## src/rtl/inst_encoder.sv

```systemverilog
// Instruction encoder: packs ALU opcode and two register selects into a
// 16-bit word (optional even parity in bit 15), buffers the words in a small
// FIFO and streams them to the decode stage over a valid/ready handshake.
module inst_encoder #(
  parameter int DEPTH     = 4,
  parameter bit PARITY_EN = 1'b1,
  parameter int CNT_W     = 16
) (
  input  logic                     i_clk,
  input  logic                     i_rst_n,
  input  logic                     i_valid,
  output logic                     o_ready,
  input  logic [8:0]               i_aluOp,
  input  logic [2:0]               i_in1,
  input  logic [2:0]               i_in2,
  output logic [15:0]              o_inst,
  output logic                     o_valid,
  input  logic                     i_ready,
  output logic [$clog2(DEPTH):0]   o_level,
  output logic [CNT_W-1:0]         o_issued
);

  localparam int PTR_W = $clog2(DEPTH);
  localparam int LVL_W = PTR_W + 1;

  logic [15:0]      mem_q [DEPTH];
  logic [PTR_W-1:0] wr_ptr_q, wr_ptr_d;
  logic [PTR_W-1:0] rd_ptr_q, rd_ptr_d;
  logic [LVL_W-1:0] level_q, level_d;
  logic             ready_q, ready_d;
  logic             valid_q, valid_d;
  logic [CNT_W-1:0] issued_q, issued_d;

  logic [14:0]      payload;
  logic [15:0]      enc_word;
  logic             push;
  logic             pop;

  // Pack the fields and attach the parity bit at push time
  always_comb begin
    payload  = {i_aluOp, i_in1, i_in2};
    enc_word = {(PARITY_EN ? ^payload : 1'b0), payload};
  end

  // Handshake qualification uses only registered status flags
  always_comb begin
    push = i_valid && ready_q;
    pop  = valid_q && i_ready;
  end

  // Next-state for pointers, occupancy, status flags and issue counter
  always_comb begin
    wr_ptr_d = wr_ptr_q;
    rd_ptr_d = rd_ptr_q;
    level_d  = level_q;
    issued_d = issued_q;
    if (push) begin
      wr_ptr_d = wr_ptr_q + PTR_W'(1);
    end
    if (pop) begin
      rd_ptr_d = rd_ptr_q + PTR_W'(1);
      issued_d = issued_q + CNT_W'(1);
    end
    unique case ({push, pop})
      2'b10:   level_d = level_q + LVL_W'(1);
      2'b01:   level_d = level_q - LVL_W'(1);
      default: level_d = level_q;
    endcase
    // Flags are precomputed from the next occupancy so they leave the block
    // straight from flops rather than through a comparator.
    ready_d = (level_d != LVL_W'(DEPTH));
    valid_d = (level_d != '0);
  end

  // Control state register with synchronous active-low reset
  always_ff @(posedge i_clk) begin
    if (!i_rst_n) begin
      wr_ptr_q <= '0;
      rd_ptr_q <= '0;
      level_q  <= '0;
      ready_q  <= 1'b1;
      valid_q  <= 1'b0;
      issued_q <= '0;
    end else begin
      wr_ptr_q <= wr_ptr_d;
      rd_ptr_q <= rd_ptr_d;
      level_q  <= level_d;
      ready_q  <= ready_d;
      valid_q  <= valid_d;
      issued_q <= issued_d;
    end
  end

  // FIFO storage write; contents are not cleared by reset
  always_ff @(posedge i_clk) begin
    if (i_rst_n && push) begin
      mem_q[wr_ptr_q] <= enc_word;
    end
  end

  // Head-of-FIFO output, forced to zero while empty
  always_comb begin
    o_inst   = valid_q ? mem_q[rd_ptr_q] : '0;
    o_ready  = ready_q;
    o_valid  = valid_q;
    o_level  = level_q;
    o_issued = issued_q;
  end

endmodule

```

## config.mk

```make
export PLATFORM = sky130hd
export DESIGN_NAME = inst_encoder
export DESIGN_NICKNAME = d
export VERILOG_FILES = /design/src/rtl/inst_encoder.sv
export SDC_FILE = /design/constraint.sdc
export NUM_CORES = 1
export LEC_CHECK = 0
export CELL_PAD_IN_SITES_DETAIL_PLACEMENT = 1
export CELL_PAD_IN_SITES_GLOBAL_PLACEMENT = 1
export CORE_MARGIN = 5
export CORE_UTILIZATION = 38
export CTS_CLUSTER_SIZE = 12
export DETAILED_ROUTE_END_ITERATION = 10
export HOLD_SLACK_MARGIN = 0.08
export PLACE_DENSITY = 0.65
export SLEW_MARGIN = 0
export SYNTH_ARGS = -nofsm -noshare
export SYNTH_HDL_FRONTEND = slang
export SYNTH_SLANG_ARGS = --single-unit
```

## constraint.sdc

```tcl
create_clock -name i_clk -period 2.48 [get_ports i_clk]
set_input_delay 0.496 -clock i_clk [delete_from_list [all_inputs] [get_ports i_clk]]
set_output_delay 0.496 -clock i_clk [all_outputs]
set_load 0.1 [all_outputs]
```

==> results.md, run 1 <==
- Psw: roughly 1300 uW
- Gpl congestion: 0.803
- Die width: 109 um
- DRC: 0
- Vias in the first global route: 2365
- CP max stage delay: 0.53 ns
- TritonCTS Buffers: 9
- Synthesized cell area: 3740 sq um
- Seq/Total Area, Yosys: 65.8%
- Clock Root Buffer: clkbuf_8
- Ys async rst share: 0%
- Leading cell type in the layout, fill and taps excluded: edfxtp_1
- Worst path most repeated cell: buf_12
- Crit path max fanout: 16
- P_int: approximately 2700 uW
- DRT Pass-1 Iters: 4
- Min cycle time layout: 2.31 ns
- Critical path data arrival time: 1.81 ns
- Slowest-stage cell, CP: mux4_2
- Hold-fix buffers at CTS: 0
- FF+latch count, synth: between 90 and 100
- Routed len/inst: 16.6 um
- Cells after Synth: 248
- Postcts setup bufs: 0
- CP cell instances: buf_12, mux4_2, and2_1, buf_12
- CP startpoint kind: flop
- Max IR drop VDD: 0.000462 V
- Htree depth: 3
- Final hold slack: 0.501 ns
- Routed Antenna Nets: 0
- Hold WC Path Type: flop to flop
- Avg Synthesized Cell Area: between 15 and 20 sq um
- Post-DP HPWL: 5130 um
- Die Ht: between 100 and 150 um
- Number of max-cap violations: 0
- Clock Tree Buf Depth: 2
- Power share of the clock group: a little over a quarter
- # rows: 36
- Sink count of the clock tree: 91
- Ys Warns: 0
- Synth-to-layout area growth: 30.8%
- Sw Share: 32.8%
- Status: completed
- Worst-Margin Slew: ~0.31 ns
- Dpl ws: -0.123 ns
- Number of synthesized flops with an enable pin: 64
- Comb pwr share: 31.0%
- Fmax: 0.433 GHz
- Critical path data required time: 1.98 ns
- Slew HR: 79.5%
- Vias/cell: 4.80
- Final wirelength: approximately 7600 um
- All-Layer GR Usage: 14.0%
- Nets@finish: around 340
- First-pass GRT wire length: 12400 um
- Clk pin slew, worst setup/hold paths: 0.08 ns
- Pwr per Cell Area: around 830 nW/um^2
- CTS tree: built
- I/O pin count: between 50 and 60
- RSZ-0062 raised after global routing: no
- Unique masters post-synth: 32
- Final slew viol count: 0
- Clock latency on the worst-skew pair: 0.35 ns
- Layout cells sized above 1: 25.8%
- Filler cell count: between 900 and 1000
- Reg area: between 2000 and 2500 sq um
- Post-CTS resize count: 0
- Final Cycle Share: 93.1%
- Vias: 2183
- Initial antenna violation count: 0
- Dpl cells: around 440
- Worst Skew: between 0.007 and 0.008 ns
- Die area: 11900 sq um
- Synth Net Count: about 270
- Crit path capture type: primary output
- First DRT Iteration DRCs: between 50 and 60
- Total core area: 9680 sq um
- Flop pwr share: 43.1%
- N_diodes: 0
- Overflow after GRT: 0
- Area occupied by multi-input gates: 1220 sq um
- Final hold viol count: 0
- Pin count of the biggest net entering global routing: 25
- Top FF cell, synth: edfxtp_1
- CP top delay family: multiplexers
- Initial core utilization: 38.6%
- Static leakage: about 0.0017 uW
- Finished Layout Cells: 455
- Finish-stage setup viols: 0
- WP buf/inv: 2
- PnR worst setup slack: 0.171 ns
- Most frequent cells in the layout: edfxtp_1 (64), buf_4 (28), dfxtp_1 (25), and2_1 (21), buf_12 (21)
- # port buffers: 55
- Worst Path Class, Setup: flop to primary output
-- Yosys cell counts (4+ instances only) --
library cell,instances,share of area (%)
edfxtp_1,64,51
dfxtp_1,27,14
and2_1,21,3.5
xnor2_1,20,4.7
nor2_1,19,1.9
mux4_2,16,9.6
nand2_1,10,1.0
xor2_1,9,2.1
clkbuf_1,7,0.70
ha_1,6,2.0
nand3_1,6,0.80
a21oi_1,5,0.67
inv_1,4,0.40
nand4_1,4,0.67
-- cells by family (layout without fill, tap and decap cells) --
kind of cell,Yosys count,in the layout,share of synthesized area (%)
and+or+nand+nor,77,77,11.2
AOI/OAI and AO/OA,11,11,1.74
muxes,19,19,10.4
adders and majority gates,7,7,2.54
DFF,91,91,65.8
xor gates and xnor gates,29,29,6.79
buffers and inverters,14,88,1.47
-- worst paths after layout --
path,cells after the start,to,slack [ns],from
worst min register to register,2,o_issued[13],0.50,o_issued[13]
worst min-delay path,2,o_issued[13],0.50,o_issued[13]
worst max-delay path,4,o_inst[7],0.17,flop
worst max register to register,7,o_ready,0.56,o_valid
-- power by group through the flow --
stage	Clock, uW	Sequential, uW	Combinational [uW]
4_1_cts	1080	1750	1280
3_3_place_gp	0	1780	1260
2_1_floorplan	0	1920	693
6_report	1050	1750	1260
3_5_place_dp	0	1780	1270
5_1_grt	1160	1760	1320
-- area by class of cell --
| type | count | share of cell area, % |
|---|---|---|
| well taps | 133 | 3.40 |
| repair buffers | 67 | 16.6 |
| clock inverters | 6 | 1.64 |
| clock buffers | 10 | 2.61 |
| flip-flops and latches | 91 | 50.4 |
| multi-input cells | 143 | 25.0 |
| inverters | 5 | 0.384 |
-- through the flow --
step / TNS, ns / utilization (%) / total power (uW) / cell area (sq um)
after floorplan: 0 / - / 2610 / 3740
after global placement: -0.0603 / 48.4 / 3040 / 4690
after detailed placement: -0.132 / 48.4 / 3060 / 4690
after CTS: 0 / 50.5 / 4110 / 4890
after global routing: 0 / 50.5 / 4230 / 4890
final: 0 / 50.5 / 4060 / 4890
-- worst register-to-register path, cell delays in order, from the launching register on --
cell,delay (ns)
dfxtp_2,0.33
and2_1,0.17
ha_1,0.21
fa_1,0.39
xnor2_1,0.14
or3_1,0.33
a21oi_1,0.20
nand2_1,0.06
-- flip-flops by register name (all words and copies together) (netlist names), named ones only --
name	flops
mem_q	64
o_issued	16
o_level	3
o_ready	1
o_valid	1
rd_ptr_q	2
wr_ptr_q	2
-- per-layer routing --
layer	part of all wire [%]	track usage [%]	up-vias
met5	0	0	-
met4	1.1	5.08	0
met1	45	17.8	1089
met3	3.5	3.43	7
li1	-	-	1050
met2	51	23.1	37
Power figures use the tool's default switching activity.
==> run 2: changes to the inputs <==
- CORE_UTILIZATION: 38 -> 44
- CTS_CLUSTER_SIZE: 12 -> 16
- PLACE_DENSITY: 0.65 -> 0.74
==> results.md, run 2 (same netlist as run 1, synthesis figures left out) <==
- Final hold slack: 0.473 ns (-0.0283 ns)
- Hold-fix buffers at CTS: 0 (unchanged)
- Core Util, Final: 58.7% (+8.2 points)
- Post-CTS resize count: 0 (unchanged)
- I/O pin count: 56 (unchanged)
- Final hold viol count: 0 (unchanged)
- Final slew viol count: 0 (unchanged)
- Dpl ws: -0.0997 ns (+0.0238 ns)
- Critical path data arrival time: 1.83 ns (+0.02 ns)
- Nets@finish: 347 (+1.2%)
- CTS tree: built
- CP max stage delay: 0.53 ns (about the same)
- Slowest-stage cell, CP: mux4_2
- CP startpoint kind: flop
- All-Layer GR Usage: 16.5% (+2.5 points)
- Clock latency on the worst-skew pair: 0.35 ns (about the same)
- R2R Setup Slk: 0.54 ns (-0.02 ns)
- Psw: 1360 uW (+1.9%)
- # rows: 33 (-8.3%)
- Comb pwr share: 31.3% (+0.3 points)
- Clock Root Buffer: clkbuf_8
- Postcts setup bufs: 0 (unchanged)
- Layout cells sized above 1: 27.9% (+2.1 points)
- WP buf/inv: 2 (unchanged)
- Gpl congestion: 0.746 (-7.1%)
- Sw Share: 33.9% (+1.1 points)
- TritonCTS Buffers: 9 (unchanged)
- Die area: 10500 sq um (-12%)
- Clock Tree Buf Depth: 2 (unchanged)
- Htree depth: 3 (unchanged)
- Max IR drop VDD: 0.000431 V (-6.7%)
- Pwr per Cell Area: 826 nW/um^2 (-0.38%)
- Min cycle time layout: 2.33 ns (+0.0177 ns)
- Routed Antenna Nets: 0 (unchanged)
- CP cell instances: buf_12, mux4_2, and2_1, buf_12
- Worst path most repeated cell: buf_12
- Synth-to-layout area growth: 29.6%
- Final Cycle Share: 93.8% (+0.72 points)
- Crit path capture type: primary output
- Die Ht: 102 um (-6.4%)
- First-pass GRT wire length: 12800 um (+3.1%)
- Worst-Margin Slew: 0.334 ns (+0.0288 ns)
- Finish-stage setup viols: 0 (unchanged)
- Number of flip-flops under the largest register name: 64 (unchanged)
- # port buffers: 55 (unchanged)
- Pin count of the biggest net entering global routing: 25 (unchanged)
- Largest register by flop count: mem_q
- Hold WC Path Type: flop to flop
- Most frequent cells in the layout: edfxtp_1 (64), buf_4 (35), dfxtp_1 (25), and2_1 (21), xnor2_1 (20)
- Slew HR: 77.5% (-1.9 points)
- Overflow after GRT: 0 (unchanged)
- Sink count of the clock tree: 91 (unchanged)
- First DRT Iteration DRCs: 62 (+17%)
- Die width: 102 um (-6.4%)
- Total core area: 8260 sq um (-15%)
- DRC: 0 (unchanged)
- Worst Skew: 0.00642 ns (-0.00147 ns)
- RSZ-0062 raised after global routing: no
- Crit path max fanout: 16 (unchanged)
- Flop pwr share: 43.7% (+0.6 points)
- Vias in the first global route: 2495 (+5.5%)
- Initial core utilization: 45.3% (+6.7 points)
- Vias: 2238 (+2.5%)
- Clk pin slew, worst setup/hold paths: 0.09 ns (about the same)
- N_diodes: 0 (unchanged)
- Fmax: 0.430 GHz (-0.76%)
- Vias/cell: 5.19 (+8.2%)
- P_int: 2650 uW (-2.8%)
- CP top delay family: multiplexers
- Power share of the clock group: 25.1% (-0.9 points)
- Initial antenna violation count: 0 (unchanged)
- Post-DP HPWL: 5590 um (+8.9%)
- Critical path data required time: 1.98 ns (about the same)
- Worst Path Class, Setup: flop to primary output
- Final wirelength: 7860 um (+4.0%)
- Design Power: 4010 uW (-1.3%)
- Routed len/inst: 18.2 um (+9.8%)
- PnR worst setup slack: 0.153 ns (-0.0177 ns)
- DRT Pass-1 Iters: 4 (unchanged)
- Static leakage: 0.00170 uW (+0.87%)
- Leading cell type in the layout, fill and taps excluded: edfxtp_1
- Number of max-cap violations: 0 (unchanged)
- Status: completed
[run 2: path summary, 6_finish.rpt]
path,cells past startpoint,to,from
worst min-delay path,2,o_issued[15],o_issued[15]
worst min register to register,2,o_issued[15],o_issued[15]
worst max-delay path,4,o_inst[15],flop
worst max register to register,7,o_ready,o_valid
[run 2: power groups by stage]
| stage | Sequential, uW | Combinational (uW) | Clock, uW |
|---|---|---|---|
| floorplan | 1920 | 693 | 0 |
| global placement | 1780 | 1250 | 0 |
| detailed placement | 1790 | 1270 | 0 |
| CTS | 1750 | 1270 | 1030 |
| global route | 1760 | 1320 | 1110 |
| finish | 1750 | 1250 | 1000 |
[run 2: cell type report]
| class | count | area, sq um |
|---|---|---|
| well taps | 105 | 131 |
| clock buffers | 12 | 176 |
| inverters | 5 | 18.8 |
| flip-flops and latches | 91 | 2460 |
| fillers | 794 | 3410 |
| clock inverters | 4 | 30.0 |
| repair buffers | 71 | 803 |
| multi-input cells | 143 | 1220 |
[run 2: layer usage]
| metal | global-route usage, % | share of wire [%] | wire (um) | up-vias |
|---|---|---|---|---|
| met4 | 5.75 | 1.6 | 128 | 0 |
| met3 | 3.75 | 3.1 | 246 | 9 |
| li1 | - | - | - | 1056 |
| met1 | 20.2 | 42 | 3330 | 1138 |
| met5 | 0 | 0 | 0 | - |
| met2 | 28.8 | 53 | 4150 | 35 |
[run 2: tightest hold or removal path: stages (launching register included)]
cell,delay [ns]
dfxtp_1,0.33
nand2_1,0.05
mux2i_1,0.05
[run 2: per-stage QoR]
| step | std cells | area [sq um] | setup TNS (ns) |
|---|---|---|---|
| 3_3_place_gp | 415 | 4640 | -0.0279 |
| 5_1_grt | 431 | 4850 | 0 |
| 2_1_floorplan | 248 | 3740 | 0 |
| 6_report | 431 | 4850 | 0 |
| 4_1_cts | 431 | 4850 | 0 |
| 3_5_place_dp | 415 | 4640 | -0.0997 |
==> variant 1: new RTL, flow settings as in run 1 <==
Reset style: asynchronous (`i_rst_n`), changed in one clocked block. Comments in the files are not updated.
--- a/src/rtl/inst_encoder.sv
+++ b/src/rtl/inst_encoder.sv
@@ -74,5 +74,5 @@
 
   // Control state register with synchronous active-low reset
-  always_ff @(posedge i_clk) begin
+  always_ff @(posedge i_clk or negedge i_rst_n) begin
     if (!i_rst_n) begin
       wr_ptr_q <= '0;
Function: differs if i_rst_n is asserted again (counterexample within 4 cycles, from zero or initial values and one cycle with i_rst_n low); with i_rst_n held inactive, the same outputs for 10 cycles.
==> variant 1 against run 1 <==
Wire length is 0.16% higher; sequential cell count is 2 lower; final area is 1.5% lower; setup slack worse by 0.10 ns; synthesized area is 0.30% lower; synthesized cell count is 15% lower; critical endpoint is now o_inst[15]; highest routed layer unchanged.
Power is left out: the tool's default activity adds up to more than one toggle a clock period on the data nets, which glitch-free logic cannot reach.
==> variant 1: results (changes against run 1) <==
[hold_path]
min-delay-start=o_issued[15]  ; was o_issued[13]
min_delay_path_depth=1  ; was 2
holdPathEnd=o_issued[15]  ; was o_issued[13]

[route]
wl_met3_um=286  ; was 263 µm
wl_met1_um=3270  ; was 3380 µm
wl_per_cell_um=17.9  ; was 16.6 µm
first_iter_violations=61  ; was 53
dr_wl_met2_um=3890  ; was 3820 µm
firstDrtPassIters=5  ; was 4
routed_via_density=4.70  ; was 4.80

[yosys]
synth_cells=212  ; was 248
synth_area_leaders=edfxtp_1, dfrtp_1, mux4_2, xnor2_1, and2_1  ; was edfxtp_1, dfxtp_1, mux4_2, xnor2_1, and2_1
syn-num-nets=238  ; was 274
ys_top_cells_by_count=edfxtp_1, xnor2_1, dfrtp_1, and2_1, mux4_2  ; was edfxtp_1, dfxtp_1, and2_1, xnor2_1, nor2_1
ys_types=26  ; was 32
async_flop_share_pct=28.1  ; was 0%

[placed_design]
place_hpwl_um=5250  ; was 5130 µm
numPortBuffers=55  ; unchanged
dp_cells=407  ; was 439
place_congestion=0.728  ; was 0.803

[global_route]
grt_usage_pct=13.8  ; was 14.0%
global_route.usage.met1_pct=17.2  ; was 17.8%
met3_usage_pct=3.73  ; was 3.43%
grt_pass1_wl_um=12000  ; was 12400 µm
grt_use_met2_pct=22.8  ; was 23.1%
grt_pass1_vias=2228  ; was 2365
antenna_found_initial=0  ; unchanged

[setup_path]
reg2reg_from=o_ready  ; was o_valid
r2r-end=o_valid  ; was o_ready
crit_path_end=o_inst[15]  ; was o_inst[7]
cp_data_arrival_time_ns=1.92  ; was 1.81 ns
rrSetupSlack_ns=0.48  ; was 0.56 ns

[final_layout]
fillCellCount=937  ; was 970
drive_above_1_share_pct=29.7  ; was 25.8%

[status]
status=complete, no violations  ; unchanged

[timing]
fin_skew_ns=0.0154  ; was 0.00789 ns
max_slew_margin_pct=74.6  ; was 79.5%

## variant 1: cell count changes in the layout (fill, tap and decap cells not counted), sizes merged, moves of 3 or more
cell and delta:
dfrtp +24, a21oi -5, o31ai -3, mux2i -3, mux2 +3, xnor2 +7, dfxtp -27, or4 -3
nor2 -13
## variant 1: metrics by stage
stage | area [µm²] | TNS, ns | setup WS, ns | hold slack, ns
final | 4820 | 0 | 0.0668 | 0.490
after floorplan | 3730 | 0 | 0.130 | 0.200
after global placement | 4620 | 0 | 0.0898 | 0.463
after detailed placement | 4620 | -0.00277 | -0.00277 | 0.483
after CTS | 4810 | 0 | 0.00295 | 0.496
after global routing | 4820 | -0.00172 | -0.00172 | 0.507
## variant 1: logic make-up (layout without fill, tap and decap cells)
| logic type | Yosys count | after routing | synth area share [%] |
|---|---|---|---|
| xor+xnor | 35 | 35 | 8.22 |
| fa+ha+maj | 7 | 7 | 2.55 |
| buf+inv | 9 | 87 | 1.74 |
| flops | 89 | 89 | 68.3 |
| mux | 19 | 19 | 10.8 |
| simple gates | 53 | 53 | 8.42 |
## variant 1: cell type report
class                           count  area, µm²  share of cell area [%]
Tap cell                          133        166                    3.45
Timing Repair Buffer               68        781                    16.2
Clock buffer                        9        124                    2.57
Clock inverter                      6       67.6                    1.40
Inverter                            4       15.0                   0.311
Sequential cell                    89       2550                    52.9
Multi-Input combinational cell    114       1120                    23.2
## variant 1: timing repair
| item | 4_1_cts | 5_1_grt |
|---|---|---|
| hold buffers | 0 | 0 |
| setup endpoints to repair | 0 | 3 |
| resized for setup | 0 | 0 |
| hold endpoints to repair | 0 | 0 |
| setup buffers | 0 | 1 |
## variant 1: critical path, cell delays in order, from the launching register on
cell     delay (ns)
dfrtp_1        0.41
buf_12         0.20
mux4_1         0.57
and2_1         0.21
buf_12         0.17
==> variant 2: new RTL, settings of run 1 <==
Without the edit above. `PARITY_EN`: 1'b1 -> 1'b0.
--- a/src/rtl/inst_encoder.sv
+++ b/src/rtl/inst_encoder.sv
@@ -4,5 +4,5 @@
 module inst_encoder #(
   parameter int DEPTH     = 4,
-  parameter bit PARITY_EN = 1'b1,
+  parameter bit PARITY_EN = 1'b0,
   parameter int CNT_W     = 16
 ) (
Behaviour: not the same (a bounded check fails within 4 cycles, from zero or initial values and one cycle with i_rst_n low).
==> variant 2 against run 1 <==
Global-route usage is 0.71 points lower; total power is 6.8% lower; wire length is 6.0% lower; final area is 5.6% lower; fmax is 0.90% lower; clock power is 6% lower; sequential cell count is 4 lower; setup slack worse by 0.021 ns; final cell count is 8.4% lower; synthesized area is 5.8% lower; critical path type unchanged; largest cell class unchanged.
==> variant 2: results (changes against run 1) <==
[final_layout]
seq_share_pct=50.8  ; was 50.4%
drive_above_1_share_pct=32.7  ; was 25.8%
buffer_area_share_pct=17.1  ; was 16.6%
nets=327  ; was 343
fillCellCount=909  ; was 970
buffers=67  ; unchanged
clock_area_share_pct=4.28  ; was 4.24%
largest_register_ffs=60  ; was 64
multi_input_cells=130  ; was 143
n_all_inverters=6  ; was 5
multi_input_area_share_pct=24.4  ; was 25.0%

[yosys]
syn-num-nets=257  ; was 274
synth_area_leaders=edfxtp_1, dfxtp_1, mux4_2, and2_1, xnor2_1  ; was edfxtp_1, dfxtp_1, mux4_2, xnor2_1, and2_1
ys_top_cells_by_count=edfxtp_1, dfxtp_1, nor2_1, and2_1, mux4_2  ; was edfxtp_1, dfxtp_1, and2_1, xnor2_1, nor2_1
synth_seq_cells=87  ; was 91
synth-xor-area-share_pct=3.97  ; was 6.79%
yosys.area_share.adder_pct=2.70  ; was 2.54%
ys_types=34  ; was 32
synth_edf_count=60  ; was 64
synth_cells=231  ; was 248
synth-seq-area-share_pct=66.4  ; was 65.8%
synth_compound_area_share_pct=1.21  ; was 1.74%
async_flop_share_pct=0  ; unchanged
synth.area.mux_share_pct=10.4  ; about the same

[global_route]
grt_pass1_wl_um=11600  ; was 12400 µm
antenna_found_initial=0  ; unchanged
grt_pass1_vias=2269  ; was 2365
grt_usage_pct=13.2  ; was 14.0%
grt_max_degree=24  ; was 25

[setup_path]
rrSetupSlack_ns=0.58  ; was 0.56 ns
crit_fanout=12  ; was 16
cp_data_arrival_time_ns=1.83  ; was 1.81 ns

[route]
first_iter_violations=61  ; was 53
num_vias=2043  ; was 2183
dr_wl_met2_um=3440  ; was 3820 µm
wl_met3_um=243  ; was 263 µm
routed_via_density=4.90  ; was 4.80
wl_met1_um=3310  ; was 3380 µm

[placed_design]
place_congestion=0.735  ; was 0.803
dp_cells=401  ; was 439
numPortBuffers=54  ; was 55
place_hpwl_um=4840  ; was 5130 µm

[clocking]
clkLatencyLatePin_ns=0.34
cts.repair.resized=0  ; unchanged

[power]
p_sw_share_pct=34.1  ; was 32.8%
p_seq_share_pct=43.7  ; was 43.1%
pwr-share-comb_pct=30.2  ; was 31.0%
p_per_area_nw_per_um2=819  ; was 829 nW/µm²
p_leak_nw=1.62  ; was 1.69 nW
peakVddDrop_uv=479  ; was 462 µV

[timing]
fin_skew_ns=0.00591  ; was 0.00789 ns

[status]
status=complete, no violations  ; unchanged

variant 2: changes by cell type in the layout (fill, tap and decap cells not counted), sizes merged, moves of 3 or more:
cell and change:
or4 -3, clkinv -3, xnor2 -10, o31ai -3, clkinvlp +3, edfxtp -4, xor2 -3
variant 2: per-stage QoR:
stage	setup slack [ns]	hold WS, ns	cell area, µm²	TNS, ns	util, %
final	0.150	0.488	4620	0	50.5
after detailed placement	-0.105	0.472	4420	-0.105	48.3
after CTS	0.0387	0.491	4610	0	50.4
after global routing	0.0284	0.518	4620	0	50.5
after global placement	-0.0411	0.461	4420	-0.0411	48.3
after floorplan	0.179	0.469	3540	0	-
variant 2: final timing paths:
path / startpoint / cells after the start / endpoint
max: register / 4 / o_inst[6]
min: o_issued[15] / 2 / o_issued[15]
max reg2reg: o_ready / 7 / o_ready
min reg2reg: o_issued[15] / 2 / o_issued[15]
variant 2: per-layer routing:
layer	vias to the layer above	track usage, %
li1	981	-
met1	1015	16.7
met2	39	21.9
met3	8	2.73
met4	0	5.83
met5	-	0
